===== config.mk =====
export PLATFORM = sky130hd
export DESIGN_NAME = matrix_stream_make
export DESIGN_NICKNAME = d
export VERILOG_FILES = /design/src/rtl/matrix_stream_make.sv
export SDC_FILE = /design/constraint.sdc
export NUM_CORES = 1
export LEC_CHECK = 0
export CORE_ASPECT_RATIO = 0.5
export CORE_MARGIN = 10
export CORE_UTILIZATION = 38
export DETAILED_ROUTE_END_ITERATION = 12
export PLACE_DENSITY = 0.71
export SYNTH_ARGS = -nofsm -noshare
export SYNTH_HDL_FRONTEND = slang
export SYNTH_SLANG_ARGS = --single-unit

===== constraint.sdc =====
create_clock -name clk -period 3.87 [get_ports clk]
set_input_delay 0.387 -clock clk [delete_from_list [all_inputs] [get_ports clk]]
set_output_delay 0.387 -clock clk [all_outputs]
set_load 0.01 [all_outputs]

===== src/rtl/matrix_stream_make.sv =====
// matrix_stream_make
//   Builds an m x n matrix from a row-major element stream and holds it as a
//   flat MAX_M x MAX_N register image for downstream solver blocks. The image
//   can optionally be stored transposed. Positions outside the active region
//   read as zero.
//
// Ports
//   clk        : rising-edge clock
//   reset      : asynchronous active-low reset
//   make       : start request, sampled only in IDLE
//   m_dim      : source rows
//   n_dim      : source columns
//   transpose  : 1 = store the transpose of the source
//   in_valid   : element valid
//   in_data    : element, source row-major order
//   in_ready   : high in LOAD
//   busy       : high in LOAD
//   done       : one-cycle completion pulse
//   err        : one-cycle pulse on a rejected make
//   out_m      : rows of the stored image
//   out_n      : columns of the stored image
//   matrix_out : packed image, element (r,c) at flat index r*MAX_N+c
//   state_dbg  : current FSM state (0 IDLE, 1 LOAD, 2 DONE)
//
// Handshake: an element transfers on a rising edge where in_valid && in_ready
// are both high. in_ready depends only on the FSM state, never on in_valid;
// in_valid is ignored while in_ready is low.
module matrix_stream_make #(
  parameter int DATA_W = 32,
  parameter int MAX_M  = 4,
  parameter int MAX_N  = 4,
  parameter int DIM_W  = 8
) (
  input  logic                          clk,
  input  logic                          reset,
  input  logic                          make,
  input  logic [DIM_W-1:0]              m_dim,
  input  logic [DIM_W-1:0]              n_dim,
  input  logic                          transpose,
  input  logic                          in_valid,
  input  logic [DATA_W-1:0]             in_data,
  output logic                          in_ready,
  output logic                          busy,
  output logic                          done,
  output logic                          err,
  output logic [DIM_W-1:0]              out_m,
  output logic [DIM_W-1:0]              out_n,
  output logic [MAX_M*MAX_N*DATA_W-1:0] matrix_out,
  output logic [1:0]                    state_dbg
);

  localparam int CELLS = MAX_M * MAX_N;
  // One spare bit so the MAX_N multiplier constant always fits.
  localparam int IDX_W = $clog2(CELLS) + 1;

  typedef enum logic [1:0] {
    S_IDLE = 2'd0,
    S_LOAD = 2'd1,
    S_DONE = 2'd2
  } state_t;

  state_t state_q, state_d;

  logic [CELLS*DATA_W-1:0] matrix_q;
  logic [DIM_W-1:0]        m_q, n_q, row_q, col_q;
  logic                    tr_q;
  logic [DIM_W-1:0]        out_m_q, out_n_q;
  logic                    err_q;

  logic                    dims_ok;
  logic                    accept;
  logic                    reject;
  logic                    hs;
  logic                    col_last;
  logic                    last_elem;
  logic [IDX_W-1:0]        idx;

  // The dims are checked against the shape of the image as it will be stored,
  // so transpose swaps which limit applies to which dimension.
  always_comb begin
    dims_ok = (m_dim != '0) && (n_dim != '0);
    if (transpose) begin
      dims_ok = dims_ok && (n_dim <= DIM_W'(MAX_M)) && (m_dim <= DIM_W'(MAX_N));
    end else begin
      dims_ok = dims_ok && (m_dim <= DIM_W'(MAX_M)) && (n_dim <= DIM_W'(MAX_N));
    end
  end

  assign hs        = in_valid && (state_q == S_LOAD);
  assign col_last  = (col_q == n_q - DIM_W'(1));
  assign last_elem = col_last && (row_q == m_q - DIM_W'(1));

  // Source (row,col) lands at (row,col), or at (col,row) when transposed.
  always_comb begin
    if (tr_q) begin
      idx = IDX_W'(col_q) * IDX_W'(MAX_N) + IDX_W'(row_q);
    end else begin
      idx = IDX_W'(row_q) * IDX_W'(MAX_N) + IDX_W'(col_q);
    end
  end

  always_comb begin
    state_d = state_q;
    accept  = 1'b0;
    reject  = 1'b0;
    case (state_q)
      S_IDLE: begin
        if (make) begin
          if (dims_ok) begin
            accept  = 1'b1;
            state_d = S_LOAD;
          end else begin
            reject = 1'b1;
          end
        end
      end
      S_LOAD: begin
        if (hs && last_elem) state_d = S_DONE;
      end
      S_DONE: begin
        state_d = S_IDLE;
      end
      default: begin
        state_d = S_IDLE;
      end
    endcase
  end

  always_ff @(posedge clk or negedge reset) begin
    if (!reset) begin
      state_q <= S_IDLE;
    end else begin
      state_q <= state_d;
    end
  end

  always_ff @(posedge clk or negedge reset) begin
    if (!reset) begin
      matrix_q <= '0;
      m_q      <= '0;
      n_q      <= '0;
      tr_q     <= 1'b0;
      row_q    <= '0;
      col_q    <= '0;
      out_m_q  <= '0;
      out_n_q  <= '0;
      err_q    <= 1'b0;
    end else begin
      err_q <= reject;
      if (accept) begin
        // Clearing here is what zero-fills everything outside the new region.
        matrix_q <= '0;
        m_q      <= m_dim;
        n_q      <= n_dim;
        tr_q     <= transpose;
        row_q    <= '0;
        col_q    <= '0;
        out_m_q  <= transpose ? n_dim : m_dim;
        out_n_q  <= transpose ? m_dim : n_dim;
      end else if (hs) begin
        for (int c = 0; c < CELLS; c++) begin
          if (idx == IDX_W'(c)) matrix_q[c*DATA_W +: DATA_W] <= in_data;
        end
        if (col_last) begin
          col_q <= '0;
          row_q <= row_q + DIM_W'(1);
        end else begin
          col_q <= col_q + DIM_W'(1);
        end
      end
    end
  end

  // Status outputs are decodes of the state register only.
  assign in_ready   = (state_q == S_LOAD);
  assign busy       = (state_q == S_LOAD);
  assign done       = (state_q == S_DONE);
  assign err        = err_q;
  assign out_m      = out_m_q;
  assign out_n      = out_n_q;
  assign matrix_out = matrix_q;
  assign state_dbg  = state_q;

endmodule

==> impl_results.md, run 1 <==
- Status: completed
- Kind of critical path: flip-flop to flip-flop
- # setup viols final: 0
- Worst-margin pin slew: around 1.0 ns
- Number of fill cells: 5091
- Post-DP HPWL: approximately 60000 um
- Crit path DAT: around 3.7 ns
- Post-CTS Setup Inserts: 0
- Leak: ~13 nW
- Post-Syn Area: ~22000 um2
- Synth Area in XOR/XNOR: less than 1%
- Max-slew headroom: ~30%
- H-tree depth: 2
- Synth top area share: between 60% and 70%
- Vias in the first global route: 18720
- Netlist cell types: 58
- Max cap viols: 0
- Reg2Reg Launch Point: row_q[0]$_DFFE_PN0P_
- Main combinational cell family by area after synthesis: simple AND/OR/NAND/NOR gates
- Core area: approximately 58000 um2
- P per Cell Area: 747.2 nW/um2
- CTS Sinks: roughly 560
- Power Internal: roughly 15 mW
- FF+latch area: ~14000 um2
- Hold_sp: m_dim[2]
- Data required time at the worst endpoint: between 4 and 5 ns
- Final period util: a little over four fifths
- Root Buffer: clkbuf_16
- Row cnt: 62
- Die width: between 300 and 400 um
- Switching share of total power: 33.20%
- TritonCTS Buffers: between 50 and 60
- RSZ-0062 raised after global routing: false
- Die Ht: 191.4 um
- Final min period: 3.272 ns
- Slew Limit Fails: 0
- Die area: 69410 um2
- Max frequency: about 310 MHz
- Post-synth top cells: dfrtp_1 (564), nand3_1 (399), o21ai_1 (392)
- Synth warn: 0
- Ys flop type: dfrtp_1
- Layout cells sized above 1: 6.505%
- Clock Power Share: 22.6%
- Synthesized instance count: between 2000 and 2500
- Crit end category: flip-flop
- Sw power: around 7.6 mW
- Post-synthesis sequential area ratio: between 60% and 70%
- Routed wire length: between 80000 and 90000 um
- Initial Util: about 39%
- Grt ovf: 0
- Pin count of the biggest net entering global routing: roughly 220
- CP max FO: 48
- Post-CTS resize count: 0
- Ys async rst share: between 90% and 100%
- WL per Instance: between 20 and 25 um
- Area post-placement: about 29000 um2
- Setup TNS: 0 ns
- Worst Skew: around 0.017 ns
- Vias/cell: between 5 and 6
- Final GP Congestion: roughly 0.84
- IO Port Bufs: slightly below 600
- Detail Route Antenna Nets: 0
- TritonRoute pass-1 iters: 5
- Synth Area in Adders: less than 1%
- Logic pwr share: approximately 38%
- Initial antenna violation count: 1
- Hold WC Path Type: input pin to flip-flop
- Final instance area: approximately 31000 um2
- P&R area growth vs syn: 37.61%
- Post-synth EDFFs: 0
- Post-Syn Area per Cell: 10.04 um2
- Nets: 2786
- Startpoint class of the critical path: flip-flop
- Synthesized flop and latch total: 564
- Mux share of post-synthesis cell area: less than 1%
- Worst VDD drop: about 0.37 mV
- Multi-input gate area: between 7000 and 8000 um2
- Post-synthesis simple-gate area fraction: between 15 and 20%
- DRC viols: 0
- Area leader, netlist: dfrtp_1
- Antenna fix cells: 0
- Tot GR Track Use: 23.74%
- Via Count: around 19000
- Clk slew on worst S/H paths: ~0.06 ns
- Initial drt markers: about 1700
- CTS tree: done
- Crit path from: row_q[0]$_DFFE_PN0P_
- Io pins: roughly 590
- Later-pin clock latency in the skew report: between 0.5 and 0.6 ns
- Top cells by area, synth: dfrtp_1 (63%), nand3_1 (8.9%), o21ai_1 (8.8%)
- Final total power: 22.95 mW
- First-pass GRT wire length: around 130000 um
- Most frequent cell after synthesis: dfrtp_1
- Final Hold Slack: around 0.47 ns
- Synthesized-area fraction occupied by ao, oa, aoi and oai cells: a little over an eighth
- Seq pwr share: between 30% and 40%
- Clk buf depth: 3
- Syn nets: 2284
- Final Hold Fails: 0
==> per-stage QoR <==
step	std cells	setup WS (ns)	utilization (%)
after CTS	3535	0.6146	53.21
final	3535	0.5978	53.21
after floorplan	2223	1.223	-
after global routing	3535	0.3972	53.21
after global placement	3438	0.7136	50.23
after detailed placement	3438	0.6381	50.23
==> kinds of logic (layout without fill, tap and decap cells) <==
group,after synthesis,in the layout
buffers and inverters,223,767
AO/OA/AOI/OAI,564,564
flip-flops,564,564
multiplexers,10,10
XOR/XNOR,21,21
AND/OR/NAND/NOR,833,833
adder cells (fa/ha/maj),8,8
==> flip-flops by register name, summed over array words and instances (netlist names), 2 cells and up <==
signal      count
out_n           8
col_q           8
out_m           8
row_q           8
n_q             8
state_dbg       2
matrix_out    512
m_q             8
==> cell type report <==
class	count	area share, %
Sequential cell	564	45.96
Tap cell	768	3.129
Multi-Input combinational cell	1436	23.73
Clock inverter	12	0.3178
Inverter	13	0.1589
Clock buffer	84	5.252
Timing Repair Buffer	658	21.45
==> repair_timing <==
item                                   4_1_cts  5_1_grt
endpoints found under the hold margin       95        0
setup endpoints to repair                    0        0
hold buffers                                 1        0
==> layout by cell type (no fill, tap or decap), drive strengths merged, types with 3 or more instances in the layout <==
cell           instances
nor3b                  3
nor4                   6
and2                   6
clkinv                 8
clkbuf                84
mux2i                  9
nor3                   8
o32ai                  4
a31oi                  6
nand3                399
or3                   10
and3                   4
nand2b                 3
dfrtp                564
nor2b                 26
inv                   14
xor2                   9
xnor2                 10
ha                     6
clkdlybuf4s50        585
nor2                  17
nand4b                 3
o21ai                400
nand2                336
buf                   72
a21oi                141
or2                    3
==> worst max-delay path, stage by stage (launching register included) <==
cell	delay, ns
dfrtp_1	0.51
ha_1	0.27
fa_1	0.54
inv_1	0.08
o32ai_1	0.73
nand2_2	0.44
buf_12	0.33
nand3_1	0.11
o21ai_1	0.10
==> final timing paths <==
path / to / cells after the start / slack [ns]
setup / recovery: matrix_out[324]$_DFFE_PN0P_ / 8 / 0.60
hold / removal: m_q[2]$_DFFE_PN0P_ / 3 / 0.47
setup reg to reg: matrix_out[324]$_DFFE_PN0P_ / 8 / 0.60
hold reg to reg: matrix_out[319]$_DFFE_PN0P_ / 2 / 0.50
max in group asynchronous: m_q[0]$_DFFE_PN0P_ / 3 / 2.34
min in group asynchronous: out_m[4]$_DFFE_PN0P_ / 2 / 0.50
==> power by group through the flow <==
stage | clock (mW) | combinational, mW | sequential, mW
floorplan | 0 | 2.10 | 9.99
global placement | 0 | 8.62 | 9.07
detailed placement | 0 | 8.78 | 9.17
CTS | 5.27 | 8.81 | 9.07
global route | 5.52 | 9.21 | 9.31
finish | 5.19 | 8.68 | 9.08
==> layer usage <==
layer	vias to the layer above	global-route usage, %	part of all wire, %
met5	-	0	0
met4	0	16.83	8.2
met3	258	2.991	4.6
met2	643	42.13	52
met1	9413	26.52	36
li1	8719	-	-
No activity file was read; power rests on OpenSTA's default activity.
==> inputs of run 2 (changes only) <==
==> constraint.sdc (replaced) <==
create_clock -name clk -period 3.06 [get_ports clk]
set_input_delay 0.306 -clock clk [delete_from_list [all_inputs] [get_ports clk]]
set_output_delay 0.306 -clock clk [all_outputs]
set_load 0.01 [all_outputs]
==> run 2 against run 1 <==
Setup slack got worse by 0.37 ns; via count rose by 1.0%; clock power is 27% higher; sequential cell count did not move; fmax up 16%; clock skew down 0.0011 ns; critical path depth is 1 higher; clock-buffer cell count fell by 5; first-iteration DRC count down 3.7%; combinational power increased by 28%; register-to-register slack lost 0.37 ns; critical path type unchanged.
==> impl_results.md, run 2 (same netlist as run 1, synthesis figures left out) <==
- Status: completed
- Clock Power Share: 22.6% (about the same)
- Row cnt: 62 (unchanged)
- GR Util met2: 42.13% (unchanged)
- Slew Limit Fails: 0 (unchanged)
- Sw power: 9.640 mW (+27%)
- Switching share of total power: 33.06% (-0.14 points)
- Logic pwr share: 38.2% (+0.4 points)
- Met1 usage: 26.80% (+0.27 points)
- CP max FO: 64 (+33%)
- Worst setup path endpoint: matrix_out[34]$_DFFE_PN0P_
- CTS Sinks: 564 (unchanged)
- Global route hottest layer: met2
- Power Internal: 19.52 mW (+27%)
- Final min period: 2.829 ns (-0.4436 ns)
- CTS tree: done
- Max-slew headroom: 54.50% (+24 points)
- Leak: 13.61 nW (+2.2%)
- Multi-input gate area: 7295 um2 (about the same)
- Initial drt markers: 1638 (-3.7%)
- Initial Util: 38.67% (unchanged)
- Max cap viols: 0 (unchanged)
- Most common cell after layout, fill and taps aside: clkdlybuf4s50_1
- Worst-margin pin slew: 0.6825 ns (-0.3632 ns)
- Post-CTS Setup Inserts: 0 (unchanged)
- Number of fill cells: 5081 (-0.20%)
- Layout cells sized above 1: 7.488% (+0.98 points)
- WL per Instance: 24.15 um (-0.17%)
- Hold WC Path Type: input pin to async pin
- IO Port Bufs: 586 (unchanged)
- Grt ovf: 0 (unchanged)
- Setup TNS: 0 ns (unchanged)
- TritonRoute pass-1 iters: 5 (unchanged)
- Routed wire length: 85970 um (+0.54%)
- Max reg flops: 512 (unchanged)
- H-tree depth: 2 (unchanged)
- Vias/cell: 5.401 (+0.31%)
- P per Cell Area: 932.0 nW/um2 (+25%)
- R2R setup slack: 0.23 ns (-0.37 ns)
- R2R Path End: matrix_out[34]$_DFFE_PN0P_
- Crit path DAT: 3.28 ns (-0.45 ns)
- Startpoint class of the critical path: flip-flop
- Root Buffer: clkbuf_16
- # setup viols final: 0 (unchanged)
- Most frequent cells in the layout: clkdlybuf4s50_1 (585), dfrtp_1 (564), nand3_1 (398)
- Via Count: 19230 (+1.0%)
- Clk buf depth: 3 (unchanged)
- Pin count of the biggest net entering global routing: 97 (-55%)
- Crit end category: flip-flop
- Io pins: 587 (unchanged)
- Crit path from: row_q[2]$_DFFE_PN0P_
- Final period util: 92.44% (+7.9 points)
- Nets: 2816 (+1.1%)
- Final Hold Slack: 0.3545 ns (-0.1160 ns)
- Worst Skew: 0.01539 ns (-0.001146 ns)
- Data required time at the worst endpoint: 3.51 ns (-0.82 ns)
- Die Ht: 191.4 um (unchanged)
- Die area: 69410 um2 (unchanged)
- Worst VDD drop: 0.5072 mV (+38%)
- Clk slew on worst S/H paths: 0.06 ns (about the same)
- Initial antenna violation count: 0 (-1)
- Die width: 362.7 um (unchanged)
- Max frequency: 353.5 MHz (+16%)
- Later-pin clock latency in the skew report: 0.59 ns (about the same)
- DRC viols: 0 (unchanged)
- Kind of critical path: flip-flop to flip-flop
- TritonCTS Buffers: 53 (+1.9%)
- First-pass GRT wire length: 126600 um (+1.0%)
- RSZ-0062 raised after global routing: false
- Core area: 57720 um2 (unchanged)
- Seq pwr share: 39.2% (-0.4 points)
- FF+latch area: 14110 um2 (unchanged)
- P&R area growth vs syn: 40.17%
- Final Hold Fails: 0 (unchanged)
- Tot GR Track Use: 24.00% (+0.26 points)
- Vias in the first global route: 18990 (+1.4%)
- Reg2Reg Launch Point: row_q[2]$_DFFE_PN0P_
- Routing usage on met3: 3.419% (+0.43 points)
- Detail Route Antenna Nets: 0 (unchanged)
- Final GP Congestion: 0.8502 (+1.3%)
- R2R depth: 9 (+1)
- Post-DP HPWL: 60470 um (+2.6%)
run 2: cell type report:
cell class	count	share of cell area [%]
antenna	1	0.007999
tap	768	3.072
inverter	13	0.1560
clock inverter	12	0.2840
timing repair buffer	687	22.88
sequential	564	45.12
multi-input combinational	1436	23.32
clock buffer	79	5.168
run 2: power by group through the flow:
stage	clock, mW	combinational, mW	sequential [mW]
floorplan	0	2.65	12.6
global placement	0	11.0	11.5
detailed placement	0	11.3	11.6
global route	7.00	11.8	11.8
CTS	6.69	11.3	11.4
finish	6.58	11.1	11.4
run 2: what timing repair did:
action,4_1_cts,5_1_grt
endpoints found under the hold margin,65,0
resized for setup,0,1
setup endpoints to repair,0,2
hold buffers,1,0
run 2: critical path, stage by stage (launching register included):
cell	delay (ns)
dfrtp_1	0.39
ha_1	0.21
fa_1	0.38
xor3_1	0.38
mux2_2	0.34
nor3_2	0.37
nand2_2	0.13
buf_12	0.20
nand3_1	0.14
o21ai_1	0.08
run 2: routing by layer:
metal	up-vias	wire length (um)
li1	8784	-
met1	9489	30530
met2	684	44000
met3	270	4352
met4	0	7083
met5	-	0
run 2: worst min path at each step:
| stage | to | slack (ns) |
|---|---|---|
| after global routing | matrix_out[377]$_DFFE_PN0P_ | 0.38 |
| after detailed placement | out_n[3]$_DFFE_PN0P_ | 0.38 |
| after global placement | out_m[6]$_DFFE_PN0P_ | 0.37 |
| after floorplan | col_q[0]$_DFFE_PN0P_ | 0.01 |
| final | matrix_out[377]$_DFFE_PN0P_ | 0.35 |
| after CTS | matrix_out[377]$_DFFE_PN0P_ | 0.34 |
run 2: metrics by stage:
stage | setup WS [ns] | util (%) | area (um2) | power [mW] | cells
after global routing | 0.08003 | 54.20 | 31280 | 30.58 | 3559
final | 0.2313 | 54.20 | 31280 | 29.16 | 3560
after global placement | 0.2865 | 51.21 | 29560 | 22.50 | 3467
after floorplan | 0.4133 | - | 22320 | 15.29 | 2223
after detailed placement | 0.2133 | 51.21 | 29560 | 22.82 | 3467
after CTS | 0.1913 | 54.19 | 31270 | 29.41 | 3559
